## config.mk

```make
export PLATFORM = sky130hd
export DESIGN_NAME = ctr8_ext_capture
export DESIGN_NICKNAME = d
export VERILOG_FILES = /design/src/rtl/ctr8_pkg.sv /design/src/rtl/cap_fifo.sv /design/src/rtl/ctr8_ext_capture.sv
export SDC_FILE = /design/constraint.sdc
export NUM_CORES = 1
export LEC_CHECK = 0
export ABC_AREA = 1
export CORE_AREA = 10 10 139 141
export CTS_BUF_LIST = sky130_fd_sc_hd__clkbuf_8
export DETAILED_ROUTE_END_ITERATION = 10
export DIE_AREA = 0 0 149 151
export GPL_TIMING_DRIVEN = 0
export HOLD_SLACK_MARGIN = 0.06
export SYNTH_ARGS = -nofsm -noshare
export SYNTH_HDL_FRONTEND = slang
export SYNTH_SLANG_ARGS = --single-unit
```

## constraint.sdc

```tcl
create_clock -name clk -period 4.8 [get_ports clk]
set_input_delay 0.96 -clock clk [delete_from_list [all_inputs] [get_ports clk]]
set_output_delay 0.96 -clock clk [all_outputs]
set_load 0.02 [all_outputs]
```

## src/rtl/ctr8_pkg.sv

```systemverilog
// Shared constants and types for the 8-bit counter and its extension/capture companion.
package ctr8_pkg;

  localparam int CTR_W     = 8;   // width of the base counter
  localparam int HI_W_DEF  = 16;  // default width of the extension count
  localparam int DEPTH_DEF = 4;   // default snapshot FIFO depth

  // Snapshot word at default widths: extension count above the counter value.
  typedef struct packed {
    logic [HI_W_DEF-1:0] hi;
    logic [CTR_W-1:0]    lo;
  } snap_t;

endpackage

```

## src/rtl/cap_fifo.sv

```systemverilog
// Synchronous FIFO with a registered head word and full/empty flags.
// The head register is loaded with whatever will sit at the read pointer after
// this cycle's push/pop, so dout_o is a pure flop output and holds while idle.
module cap_fifo #(
  parameter int W     = 24,
  parameter int DEPTH = 4
) (
  input  logic         clk,
  input  logic         rst_n,
  input  logic         push_i,
  input  logic [W-1:0] din_i,
  input  logic         pop_i,
  output logic [W-1:0] dout_o,
  output logic         full_o,
  output logic         empty_o
);

  localparam int AW = $clog2(DEPTH);
  localparam int CW = $clog2(DEPTH + 1);

  logic [W-1:0]  mem_q [DEPTH];
  logic [AW-1:0] rd_q, rd_d, wr_q, wr_d;
  logic [CW-1:0] count_q, count_d;
  logic [W-1:0]  dout_q, dout_d;
  logic          pop, push_ok;

  assign full_o  = (count_q == CW'(DEPTH));
  assign empty_o = (count_q == '0);
  assign dout_o  = dout_q;

  // Next pointers, occupancy and head word; a full FIFO still accepts when popping.
  always_comb begin
    pop     = pop_i & ~empty_o;
    push_ok = push_i & (~full_o | pop);
    rd_d    = rd_q + AW'(pop);
    wr_d    = wr_q + AW'(push_ok);
    count_d = count_q + CW'(push_ok) - CW'(pop);
    dout_d  = dout_q;
    if (count_d != '0) begin
      // The slot becoming head may be the one written this very cycle.
      if (push_ok && (wr_q == rd_d)) dout_d = din_i;
      else                           dout_d = mem_q[rd_d];
    end
  end

  // Storage array; contents need no reset since occupancy gates visibility.
  always_ff @(posedge clk) begin
    if (push_ok) mem_q[wr_q] <= din_i;
  end

  // Pointers, occupancy and registered head.
  always_ff @(posedge clk) begin
    if (!rst_n) begin
      rd_q    <= '0;
      wr_q    <= '0;
      count_q <= '0;
      dout_q  <= '0;
    end else begin
      rd_q    <= rd_d;
      wr_q    <= wr_d;
      count_q <= count_d;
      dout_q  <= dout_d;
    end
  end

endmodule

```

## src/rtl/ctr8_ext_capture.sv

```systemverilog
// Extends the 8-bit counter to HI_W+8 bits using its carry-out and load strobe,
// and queues coherent snapshots of the extended count on request.
module ctr8_ext_capture
  import ctr8_pkg::*;
#(
  parameter int HI_W  = HI_W_DEF,
  parameter int DEPTH = DEPTH_DEF
) (
  input  logic                  clk,
  input  logic                  rst_n,
  input  logic [CTR_W-1:0]      ctr_q,
  input  logic                  ctr_co,
  input  logic                  ctr_ld,
  input  logic                  cap_req,
  output logic                  cap_valid,
  input  logic                  cap_ready,
  output logic [HI_W+CTR_W-1:0] cap_data,
  output logic                  cap_drop,
  output logic                  hi_ovf,
  input  logic                  ovf_clr
);

  localparam int SW = HI_W + CTR_W;

  typedef struct packed {
    logic [HI_W-1:0]  hi;
    logic [CTR_W-1:0] lo;
  } ext_snap_t;

  logic [HI_W-1:0] hi_q, hi_d;
  logic            ovf_q, ovf_d;
  logic            drop_q, drop_d;
  logic            wrap;
  ext_snap_t       snap;
  logic            fifo_full, fifo_empty;

  // hi lags co by a cycle, so fold the pending carry into the snapshot.
  // During a load the pre-load values are captured; the load shows up next cycle.
  always_comb begin
    snap.hi = hi_q + HI_W'(ctr_co);
    snap.lo = ctr_q;
  end

  // Extension count: load clears, carry increments, wrap sets the sticky flag.
  always_comb begin
    wrap  = ~ctr_ld & ctr_co & (hi_q == '1);
    hi_d  = hi_q;
    ovf_d = ovf_q;
    drop_d = cap_req & fifo_full & ~(cap_ready & ~fifo_empty);
    if (ctr_ld)      hi_d = '0;
    else if (ctr_co) hi_d = hi_q + HI_W'(1);
    if (wrap)         ovf_d = 1'b1;
    else if (ovf_clr) ovf_d = 1'b0;
  end

  // Extension count, overflow flag and drop pulse registers.
  always_ff @(posedge clk) begin
    if (!rst_n) begin
      hi_q   <= '0;
      ovf_q  <= 1'b0;
      drop_q <= 1'b0;
    end else begin
      hi_q   <= hi_d;
      ovf_q  <= ovf_d;
      drop_q <= drop_d;
    end
  end

  cap_fifo #(.W(SW), .DEPTH(DEPTH)) u_fifo (
    .clk     (clk),
    .rst_n   (rst_n),
    .push_i  (cap_req),
    .din_i   (snap),
    .pop_i   (cap_ready),
    .dout_o  (cap_data),
    .full_o  (fifo_full),
    .empty_o (fifo_empty)
  );

  assign cap_valid = ~fifo_empty;
  assign cap_drop  = drop_q;
  assign hi_ovf    = ovf_q;

endmodule

```

==> summary.md, run 1 <==
| Metric | Value |
|---|---|
| Final standard cell count with taps included and fillers excluded | 1,022 |
| Switching Power | 1.880 mW |
| EDFF count, synth | 96 |
| Fraction of post-synthesis cell area in the top cell type by area | 44.14% |
| Clock edge transition at the registers on the reported setup and hold paths | 0.07 ns |
| Master cell of the clock root buffer | sky130_fd_sc_hd__clkbuf_8 |
| Most used flip-flop cell after synthesis | sky130_fd_sc_hd__edfxtp_1 |
| List of most frequent post-synthesis cells | sky130_fd_sc_hd__nand2_1, sky130_fd_sc_hd__edfxtp_1, sky130_fd_sc_hd__nor2_1 |
| Number of clock sinks | 145 |
| Path type of the worst min-delay path | flop to flop |
| Worst-Skew Late Latency | 0.44 ns |
| Number of hold violations in the final report | 0 |
| Htree depth | 4 |
| Total of flip-flops plus latches after synthesis | 145 |
| Max Buffers Root-to-Sink | 2 |
| Design internal power | 2.666 mW |
| Number of antenna-violating nets in the routed design | 0 |
| Sort of element at the end of the critical path | flop |
| Library cell occupying the most area in the post-synthesis netlist | sky130_fd_sc_hd__edfxtp_1 |
| Share of final-layout standard cells stronger than drive strength 1 | 12.22% |
| Hold slack | 0.4809 ns |
| Layout Skew | 0.008632 ns |
| First-pass GRT wire length | 25,590 µm |
| Highest Clock Rate | 0.2935 GHz |
| Number of max-slew violations in the final report | 0 |
| Maximum fanout along the worst path | 10 |
| Gr usage total | 14.93% |
| Die area | 0.02250 mm² |
| Tcrit/Tclk final | 70.99% |
| Routed length per instance | 16.22 µm |
| Net Count, Synth | 745 |
| Buffers inserted by post-CTS timing repair | 0 |
| Starting utilization of the core area | 39.67% |
| Number of buffers inserted for hold repair after clock tree synthesis | 0 |
| CTS tree | built |
| Via count of the first global-routing pass | 4,838 |
| Setup repair after global routing missed its margin | no |
| CTS resizes | 0 |
| First DRT Iteration DRCs | 285 |
| Cell count after placement | 991 |
| Count of max-cap constraint violations | 0 |
| Relative contribution of combinational cells to total power | 46.8% |
| Required time at the endpoint of the critical path | 5.13 ns |
| Die height | 151 µm |
| Proportion of power drawn by flip-flops and latches | 34.5% |
| Peak supply drop | 0.3443 mV |
| Accumulated negative setup slack | 0 ns |
| Area growth from synthesis to layout | 17.57% |
| Port Buffers | 41 |
| Worst rel slew slack | 37.45% |
| Status | finished clean |
| Ranking of synthesized cells by area | sky130_fd_sc_hd__edfxtp_1, sky130_fd_sc_hd__dfxtp_1, sky130_fd_sc_hd__nand2_1 |
| Min Clock Period, post-route | 3.408 ns |
| Setup crit start kind | primary input |
| Post-detailed-placement half-perimeter wirelength | 11,550 µm |
| Synthesized area divided by synthesized cell count | 9.046 µm² |
| Critical Path AT | 3.74 ns |
| Via density per instance | 4.833 |
| First drt pass iteration count | 5 |
| Slew at the pin closest to its max-slew limit | 0.9332 ns |
| DIE WIDTH | 149 µm |
| Top-level port count | 42 |
| Synth Warn # | 0 |
| Count of endpoints failing setup in the final report | 0 |
| Portion of the post-synthesis area used by sequential elements | 59.16% |
| Number of rows in the core area | 47 |
| Total overflow reported by the global router | 0 |
| Clk network pwr share | 18.7% |
| Routability cong. | 0.8557 |
| Category of the critical setup timing path | primary input to flop |
| Final setup slack of the worst path | 1.392 ns |
| Overall via count from detail_route | 4,939 |
| CTS buffer count | 17 |
| Instance count of the mapped netlist | 722 |
| Layout Nets | 813 |
| Wire length reported by the detailed router | 16,570 µm |
| Post-synthesis cell area | 0.006531 mm² |
| Power density normalized to cell area | 592.0 mW/mm² |
| Setup WS pre-CTS | 0.9218 ns |
| Initial antenna violation count | 0 |
| Antenna fix cells | 0 |
| Switching power share of the total | 41.35% |
| Leak pwr | 3.206 nW |
| Pin count of the biggest net entering global routing | 17 |
| Placeable core region | 0.01647 mm² |
| Share of synthesized registers carrying an async set or reset | 0% |
| Post-route DRC violation count | 0 |
| Distinct cell type count of the synthesized netlist | 36 |
| Most numerous cell in the Yosys netlist | sky130_fd_sc_hd__nand2_1 |
metrics by stage:
stage          cell area (µm²)  power (mW)  util (%)
4_1_cts                   7679       4.567     46.63
2_1_floorplan             6531       2.990         -
3_3_place_gp              7217       3.658     43.83
5_1_grt                   7679       4.864     46.63
6_report                  7679       4.546     46.63
3_5_place_dp              7338       3.719     44.57
power groups by stage:
| stage | registers, mW | logic (mW) | clock network (mW) |
|---|---|---|---|
| 6_report | 1.57 | 2.13 | 0.851 |
| 5_1_grt | 1.58 | 2.36 | 0.920 |
| 4_1_cts | 1.57 | 2.13 | 0.864 |
| 3_5_place_dp | 1.60 | 2.12 | 0 |
| 3_3_place_gp | 1.60 | 2.06 | 0 |
| 2_1_floorplan | 1.67 | 1.32 | 0 |
cells in the final DEF, fill, tap and decap left out, types with 16 or more instances in the layout:
master	n
sky130_fd_sc_hd__edfxtp_1	96
sky130_fd_sc_hd__o21ai_0	22
sky130_fd_sc_hd__inv_1	61
sky130_fd_sc_hd__dfxtp_1	49
sky130_fd_sc_hd__nand3_1	35
sky130_fd_sc_hd__a21oi_1	16
sky130_fd_sc_hd__buf_2	18
sky130_fd_sc_hd__clkdlybuf4s50_1	41
sky130_fd_sc_hd__clkbuf_8	19
sky130_fd_sc_hd__nor2_1	90
sky130_fd_sc_hd__o211ai_1	17
sky130_fd_sc_hd__or2_2	17
sky130_fd_sc_hd__nand2_1	229
cell families (layout without fill, tap and decap cells):
group           after synthesis  after routing  share of synthesized area [%]
simple gates                404            404                          26.21
xor+xnor                      6              6                         0.9197
flops                       145            145                          59.16
compound gates               68             68                          6.264
fa+ha+maj                     8              8                          1.647
buf+inv                      91            171                          5.805
per-layer routing:
| layer | wire [µm] | up-vias | global-route usage (%) | part of all wire, % |
|---|---|---|---|---|
| met3 | 788 | 29 | 2.804 | 4.8 |
| met2 | 8394 | 113 | 26.47 | 51 |
| met5 | 0 | - | 0 | 0 |
| met1 | 6984 | 2311 | 17.36 | 42 |
| met4 | 406 | 0 | 6.232 | 2.4 |
| li1 | - | 2486 | - | - |
worst max-delay path, stage by stage:
cell,delay [ns]
sky130_fd_sc_hd__clkdlybuf4s50_1,0.48
sky130_fd_sc_hd__a21boi_0,0.32
sky130_fd_sc_hd__ha_1,0.30
sky130_fd_sc_hd__inv_1,0.06
sky130_fd_sc_hd__ha_1,0.16
sky130_fd_sc_hd__fa_1,0.44
sky130_fd_sc_hd__nor2_1,0.16
sky130_fd_sc_hd__nand3_1,0.15
sky130_fd_sc_hd__buf_4,0.21
sky130_fd_sc_hd__buf_2,0.21
sky130_fd_sc_hd__o21ai_0,0.25
sky130_fd_sc_hd__a21oi_2,0.05
sequential cells by signal (all words and copies together) (netlist names):
name / flops
u_fifo.count_q: 3
u_fifo.wr_q: 2
hi_ovf: 1
hi_q: 16
u_fifo.mem_q: 96
u_fifo.dout_o: 24
cap_drop: 1
u_fifo.rd_q: 2
layout make-up:
cell class,instances,area [µm²]
Tap cell,220,275.3
Multi-Input combinational cell,486,2308
Clock inverter,12,78.83
Timing Repair Buffer,49,511.7
Sequential cell,145,3864
Inverter,62,232.7
Fill cell,1560,8787
Buffer,29,146.4
Clock buffer,19,261.5
worst paths after layout:
check / start / end / slack [ns] / cells after the start
setup reg to reg: u_fifo.count_q[1] / u_fifo.dout_o[15] / 1.91 / 13
hold / removal: hi_q[15] / hi_q[15] / 0.48 / 1
hold reg to reg: hi_q[15] / hi_q[15] / 0.48 / 1
setup / recovery: cap_ready / u_fifo.dout_o[23] / 1.39 / 12
Note: power is estimated with default switching activity, not from simulation.
==> run 2: changes to the inputs <==
- clock period: 4.8 -> 2.9 ns (I/O delays scaled with it)
==> run 2 against run 1 <==
  * Critical endpoint is now u_fifo.dout_o[12]
  * Clock power grew 66%
  * Setup slack worse by 1.3 ns
  * Critical path depth is 2 higher
  * Largest cell class unchanged
  * Register-to-register slack lost 1.7 ns
  * Utilization is 0.20 points higher
  * Worst hold slack improved by 0.00086 ns
  * Critical path type unchanged
  * Die area stayed put
  * Sequential share of layout area decreased by 0.21 points
==> summary.md, run 2 (synthesis gave the netlist of run 1 again) <==
| Metric | Value |
|---|---|
| Global routing usage on met3 | 2.804% |
| Final standard cell count with taps included and fillers excluded | 1,022 |
| Number of clock sinks | 145 |
| Top reg by flops | u_fifo.mem_q |
| First DRT Iteration DRCs | 298 |
| Path type of the worst min-delay path | flop to flop |
| Category of the critical setup timing path | primary input to flop |
| Placeable core region | 0.01647 mm² |
| Most common cell after layout, fill and taps aside | sky130_fd_sc_hd__nand2_1 |
| Pin count of the biggest net entering global routing | 17 |
| First-pass GRT wire length | 25,590 µm |
| Cell count after placement | 991 |
| Wire length reported by the detailed router | 16,660 µm |
| Number of filler cells placed in the layout | 1,555 |
| Count of max-cap constraint violations | 0 |
| Flip-flop count of the largest register, all copies and words added | 96 |
| Maximum fanout along the worst path | 10 |
| Post-route DRC violation count | 0 |
| Overall via count from detail_route | 4,968 |
| CTS tree | built |
| Master cell of the clock root buffer | sky130_fd_sc_hd__clkbuf_8 |
| Sort of element at the end of the critical path | flop |
| Critical Path AT | 3.11 ns |
| Worst rel slew slack | 36.58% |
| Port Buffers | 41 |
| Setup repair after global routing missed its margin | no |
| Htree depth | 4 |
| Leak pwr | 3.220 nW |
| Die area | 0.02250 mm² |
| Count of endpoints failing setup in the final report | 0 |
| First drt pass iteration count | 5 |
| Buffers inserted by post-CTS timing repair | 0 |
| Worst-Skew Late Latency | 0.44 ns |
| Number of hold violations in the final report | 0 |
| Area growth from synthesis to layout | 18.07% |
| Die height | 151 µm |
| Required time at the endpoint of the critical path | 3.24 ns |
| Share of final-layout standard cells stronger than drive strength 1 | 12.72% |
| Number of antenna-violating nets in the routed design | 0 |
| CTS buffer count | 17 |
| Slew at the pin closest to its max-slew limit | 0.9462 ns |
| Routed length per instance | 16.30 µm |
| Max Buffers Root-to-Sink | 2 |
| Gr usage total | 14.93% |
| Total power of the final layout | 7.605 mW |
| Final setup slack of the worst path | 0.1340 ns |
| Initial antenna violation count | 0 |
| Met2 layer usage reported by global route | 26.47% |
| Most used cells in the layout excluding fill and tap cells | sky130_fd_sc_hd__nand2_1, sky130_fd_sc_hd__edfxtp_1, sky130_fd_sc_hd__nor2_1 |
| Antenna fix cells | 0 |
| Routability cong. | 0.8557 |
| Layout Nets | 813 |
| Most congested layer reported by global routing | met2 |
| Starting utilization of the core area | 39.67% |
| Power density normalized to cell area | 986.2 mW/mm² |
| Clock edge transition at the registers on the reported setup and hold paths | 0.07 ns |
| Layout Skew | 0.008737 ns |
| Post-detailed-placement half-perimeter wirelength | 11,550 µm |
| Min Clock Period, post-route | 2.766 ns |
| Global-route track usage on met1 | 17.36% |
| Setup WS pre-CTS | -0.5982 ns |
| Highest Clock Rate | 0.3615 GHz |
| Via density per instance | 4.861 |
| Peak supply drop | 0.4996 mV |
| Number of max-slew violations in the final report | 0 |
| DIE WIDTH | 149 µm |
| Total overflow reported by the global router | 0 |
| Top-level port count | 42 |
| Number of buffers inserted for hold repair after clock tree synthesis | 0 |
| Status | finished clean |
| Setup crit start kind | primary input |
| Via count of the first global-routing pass | 4,838 |
| Tcrit/Tclk final | 95.38% |
| Number of rows in the core area | 47 |
## run 2: metrics by stage
stage	hold WS (ns)	TNS [ns]	utilization, %	cell area (µm²)
after floorplan	0.4406	-0.6836	-	6531
after global routing	0.5105	0	46.83	7711
final	0.4818	0	46.83	7711
after CTS	0.4802	0	46.65	7681
after detailed placement	0.4556	-12.84	44.57	7338
after global placement	0.4581	-204.39	43.83	7217
## run 2: path summary, 6_finish.rpt
check,endpoint,depth (start not counted),from,slack [ns]
worst max-delay path,u_fifo.dout_o[12],14,cap_ready,0.13
worst min-delay path,hi_q[15],1,hi_q[15],0.48
worst max register to register,u_fifo.dout_o[12],14,u_fifo.count_q[1],0.23
worst min register to register,hi_q[15],1,hi_q[15],0.48
## run 2: worst max-delay path: stages
cell	delay, ns
sky130_fd_sc_hd__clkdlybuf4s50_1	0.48
sky130_fd_sc_hd__a21boi_4	0.19
sky130_fd_sc_hd__ha_1	0.24
sky130_fd_sc_hd__inv_1	0.06
sky130_fd_sc_hd__ha_1	0.16
sky130_fd_sc_hd__fa_1	0.44
sky130_fd_sc_hd__nor2_1	0.18
sky130_fd_sc_hd__nand3_2	0.13
sky130_fd_sc_hd__buf_6	0.17
sky130_fd_sc_hd__buf_4	0.18
sky130_fd_sc_hd__nor2_1	0.09
sky130_fd_sc_hd__nor2_1	0.05
sky130_fd_sc_hd__nand2_1	0.10
sky130_fd_sc_hd__inv_1	0.04
## run 2: layout make-up
cell class	instances	area, µm²	share of cell area, %
sequential	145	3864	50.11
multi-input combinational	486	2330	30.21
timing repair buffer	49	511.7	6.636
tap	220	275.3	3.570
clock buffer	19	261.5	3.391
inverter	62	232.7	3.018
buffer	29	157.7	2.044
clock inverter	12	78.83	1.022
## run 2: layer usage
metal,wire (µm),vias to the layer above
met2,8508,125
met4,325,0
met3,842,26
met1,6986,2332
li1,-,2485
met5,0,-
## run 2: where the power goes
group	leakage, nW	internal, mW	switching [mW]	total [mW]
Sequential	1.30	2.48	0.113	2.60
Clock	0.189	0.692	0.715	1.41
Combinational	1.73	1.29	2.32	3.60
Total	3.22	4.46	3.14	7.61
## run 2: timing repair
item / CTS / global route
cloned: 0 / 0
gates resized for setup: 3 / 9
setup endpoints to repair: 24 / 20
==> run 3: changes to the inputs <==
- CORE_AREA: 10 10 139 141 -> 10 10 167 153
- DIE_AREA: 0 0 149 151 -> 0 0 177 163
- HOLD_SLACK_MARGIN: 0.06 -> 0.1
==> run 3 against run 2 <==
  * Critical path depth is 1 lower
  * Total power is 3.0% higher
  * Worst hold slack got worse by 0.00058 ns
  * Via count shrank 2.3%
  * Largest cell class unchanged
==> summary.md, run 3 (synthesis gave the netlist of run 1 again) <==
| Metric | Value |
|---|---|
| Final standard cell count with taps included and fillers excluded | 1,100 |
| Initial antenna violation count | 0 |
| Layout Nets | 813 |
| Clock edge transition at the registers on the reported setup and hold paths | 0.08 ns |
| Reg2reg end | u_fifo.dout_o[20] |
| Most common cell after layout, fill and taps aside | sky130_fd_sc_hd__nand2_1 |
| Post-route DRC violation count | 0 |
| Routed length per instance | 14.91 µm |
| Final core area utilization | 35.48% |
| Slew at the pin closest to its max-slew limit | 0.9142 ns |
| Via density per instance | 4.412 |
| Category of the critical setup timing path | primary input to flop |
| Critical path launch point | cap_ready |
| Top reg by flops | u_fifo.mem_q |
| Worst rel slew slack | 38.72% |
| Most congested layer reported by global routing | met2 |
| Tcrit/Tclk final | 96.44% |
| Count of max-cap constraint violations | 0 |
| Count of endpoints failing setup in the final report | 0 |
| Antenna fix cells | 0 |
| Top-level port count | 42 |
| Layout Skew | 0.01367 ns |
| Global routing usage on met3 | 3.361% |
| Die area | 0.02885 mm² |
| Leak pwr | 3.240 nW |
| Startpoint of the most critical hold path | hi_ovf |
| Required time at the endpoint of the critical path | 3.25 ns |
| Met2 layer usage reported by global route | 18.50% |
| Share of final-layout standard cells stronger than drive strength 1 | 13.33% |
| Global-route track usage on met1 | 14.79% |
| Buffers inserted by post-CTS timing repair | 0 |
| Hold Crit Depth | 2 |
| End of the worst hold path | hi_ovf |
| Placeable core region | 0.02219 mm² |
| DIE WIDTH | 177 µm |
| Total overflow reported by the global router | 0 |
| Number of clock sinks | 145 |
| Area growth from synthesis to layout | 20.52% |
| Worst r2r src | u_fifo.count_q[1] |
| First-pass GRT wire length | 25,520 µm |
| Power density normalized to cell area | 995.2 mW/mm² |
| Setup repair after global routing missed its margin | yes |
| Number of rows in the core area | 52 |
| CTS tree | built |
| Sort of element at the end of the critical path | flop |
| Worst-Skew Late Latency | 0.46 ns |
| Gr usage total | 11.57% |
| Htree depth | 4 |
| Wire length reported by the detailed router | 16,400 µm |
| Most used cells in the layout excluding fill and tap cells | sky130_fd_sc_hd__nand2_1, sky130_fd_sc_hd__edfxtp_1, sky130_fd_sc_hd__nor2_1 |
| Number of buffers inserted for hold repair after clock tree synthesis | 0 |
| Port Buffers | 41 |
| Via count of the first global-routing pass | 4,612 |
| Number of hold violations in the final report | 0 |
| Cell count after placement | 1,068 |
| Number of max-slew violations in the final report | 0 |
| Max Buffers Root-to-Sink | 2 |
| Flip-flop count of the largest register, all copies and words added | 96 |
| Min Clock Period, post-route | 2.797 ns |
| Setup crit start kind | primary input |
| Number of cells traversed by the worst register-to-register path | 13 |
| Overall via count from detail_route | 4,853 |
| Number of antenna-violating nets in the routed design | 0 |
| Path type of the worst min-delay path | flop to flop |
| Highest Clock Rate | 0.3576 GHz |
| Maximum fanout along the worst path | 10 |
| Status | finished clean |
| Starting utilization of the core area | 29.44% |
| Worst-case register-to-register setup slack | 0.17 ns |
| First drt pass iteration count | 7 |
| Routability cong. | 0.8057 |
| First DRT Iteration DRCs | 358 |
| Pin count of the biggest net entering global routing | 17 |
| Post-detailed-placement half-perimeter wirelength | 11,520 µm |
| Die height | 163 µm |
| Master cell of the clock root buffer | sky130_fd_sc_hd__clkbuf_8 |
| CTS buffer count | 17 |
| Peak supply drop | 0.4242 mV |
| Critical Path AT | 3.15 ns |
## run 3: cell types whose count changed in the layout (fill, tap and decap cells not counted), sizes merged
cell	before	now
inv	64	63
buf	30	29
bufinv	1	4
## run 3: worst max-delay path by stage
stage	to	cells after the start	slack, ns
6_report	u_fifo.dout_o[20]	13	0.10
3_3_place_gp	u_fifo.mem_q[2][21]	5	-2.06
3_5_place_dp	u_fifo.dout_o[19]	13	-0.58
2_1_floorplan	u_fifo.mem_q[2][0]	4	-0.007
5_1_grt	u_fifo.dout_o[19]	14	-0.05
4_1_cts	u_fifo.dout_o[19]	14	0.005
## run 3: repair_timing
action	4_1_cts	5_1_grt
resized for setup	1	4
endpoints found under the setup margin	17	24
pin swaps	0	0
gates cloned	0	0
## run 3: routing by layer
layer  wire, µm  vias to the layer above  part of all wire [%]
met5          0                        -                     0
met4        201                        0                   1.2
met3        998                       21                   6.1
met2       7660                      117                    47
met1       7537                     2226                    46
li1           -                     2489                     -
## run 3: worst max-delay path, stage by stage
cell	delay, ns
sky130_fd_sc_hd__clkdlybuf4s50_1	0.42
sky130_fd_sc_hd__a21boi_2	0.18
sky130_fd_sc_hd__ha_1	0.29
sky130_fd_sc_hd__inv_1	0.04
sky130_fd_sc_hd__ha_1	0.19
sky130_fd_sc_hd__fa_1	0.38
sky130_fd_sc_hd__nand3b_1	0.19
sky130_fd_sc_hd__nand3_1	0.12
sky130_fd_sc_hd__buf_4	0.21
sky130_fd_sc_hd__buf_2	0.28
sky130_fd_sc_hd__nand2_1	0.08
sky130_fd_sc_hd__nor2_1	0.13
sky130_fd_sc_hd__nor2_1	0.06
## run 3: power by group
group | total, mW | leakage, nW | internal (mW) | switching (mW)
Combinational | 3.49 | 1.72 | 1.25 | 2.24
Clock | 1.75 | 0.221 | 0.957 | 0.796
Sequential | 2.59 | 1.30 | 2.48 | 0.109
## run 3: area by class of cell
| type | count | area [µm²] |
|---|---|---|
| fill | 2269 | 14320 |
| sequential | 145 | 3864 |
| multi-input combinational | 486 | 2315 |
| timing repair buffer | 49 | 504.2 |
| tap | 297 | 371.6 |
| clock buffer | 18 | 247.7 |
| inverter | 62 | 232.7 |
| clock inverter | 14 | 185.2 |
| buffer | 29 | 151.4 |
## run 3: stage by stage
step / TNS (ns) / hold WS [ns] / area (µm²) / setup slack [ns] / power (mW)
CTS: 0 / 0.4820 / 7860 / 0.004646 / 7.899
global route: -0.3822 / 0.5049 / 7871 / -0.05417 / 8.415
floorplan: -0.6836 / 0.4406 / 6531 / -0.007123 / 4.948
global placement: -203.08 / 0.4598 / 7313 / -2.061 / 6.083
detailed placement: -12.16 / 0.4659 / 7427 / -0.5761 / 6.138
finish: 0 / 0.4812 / 7871 / 0.1032 / 7.834
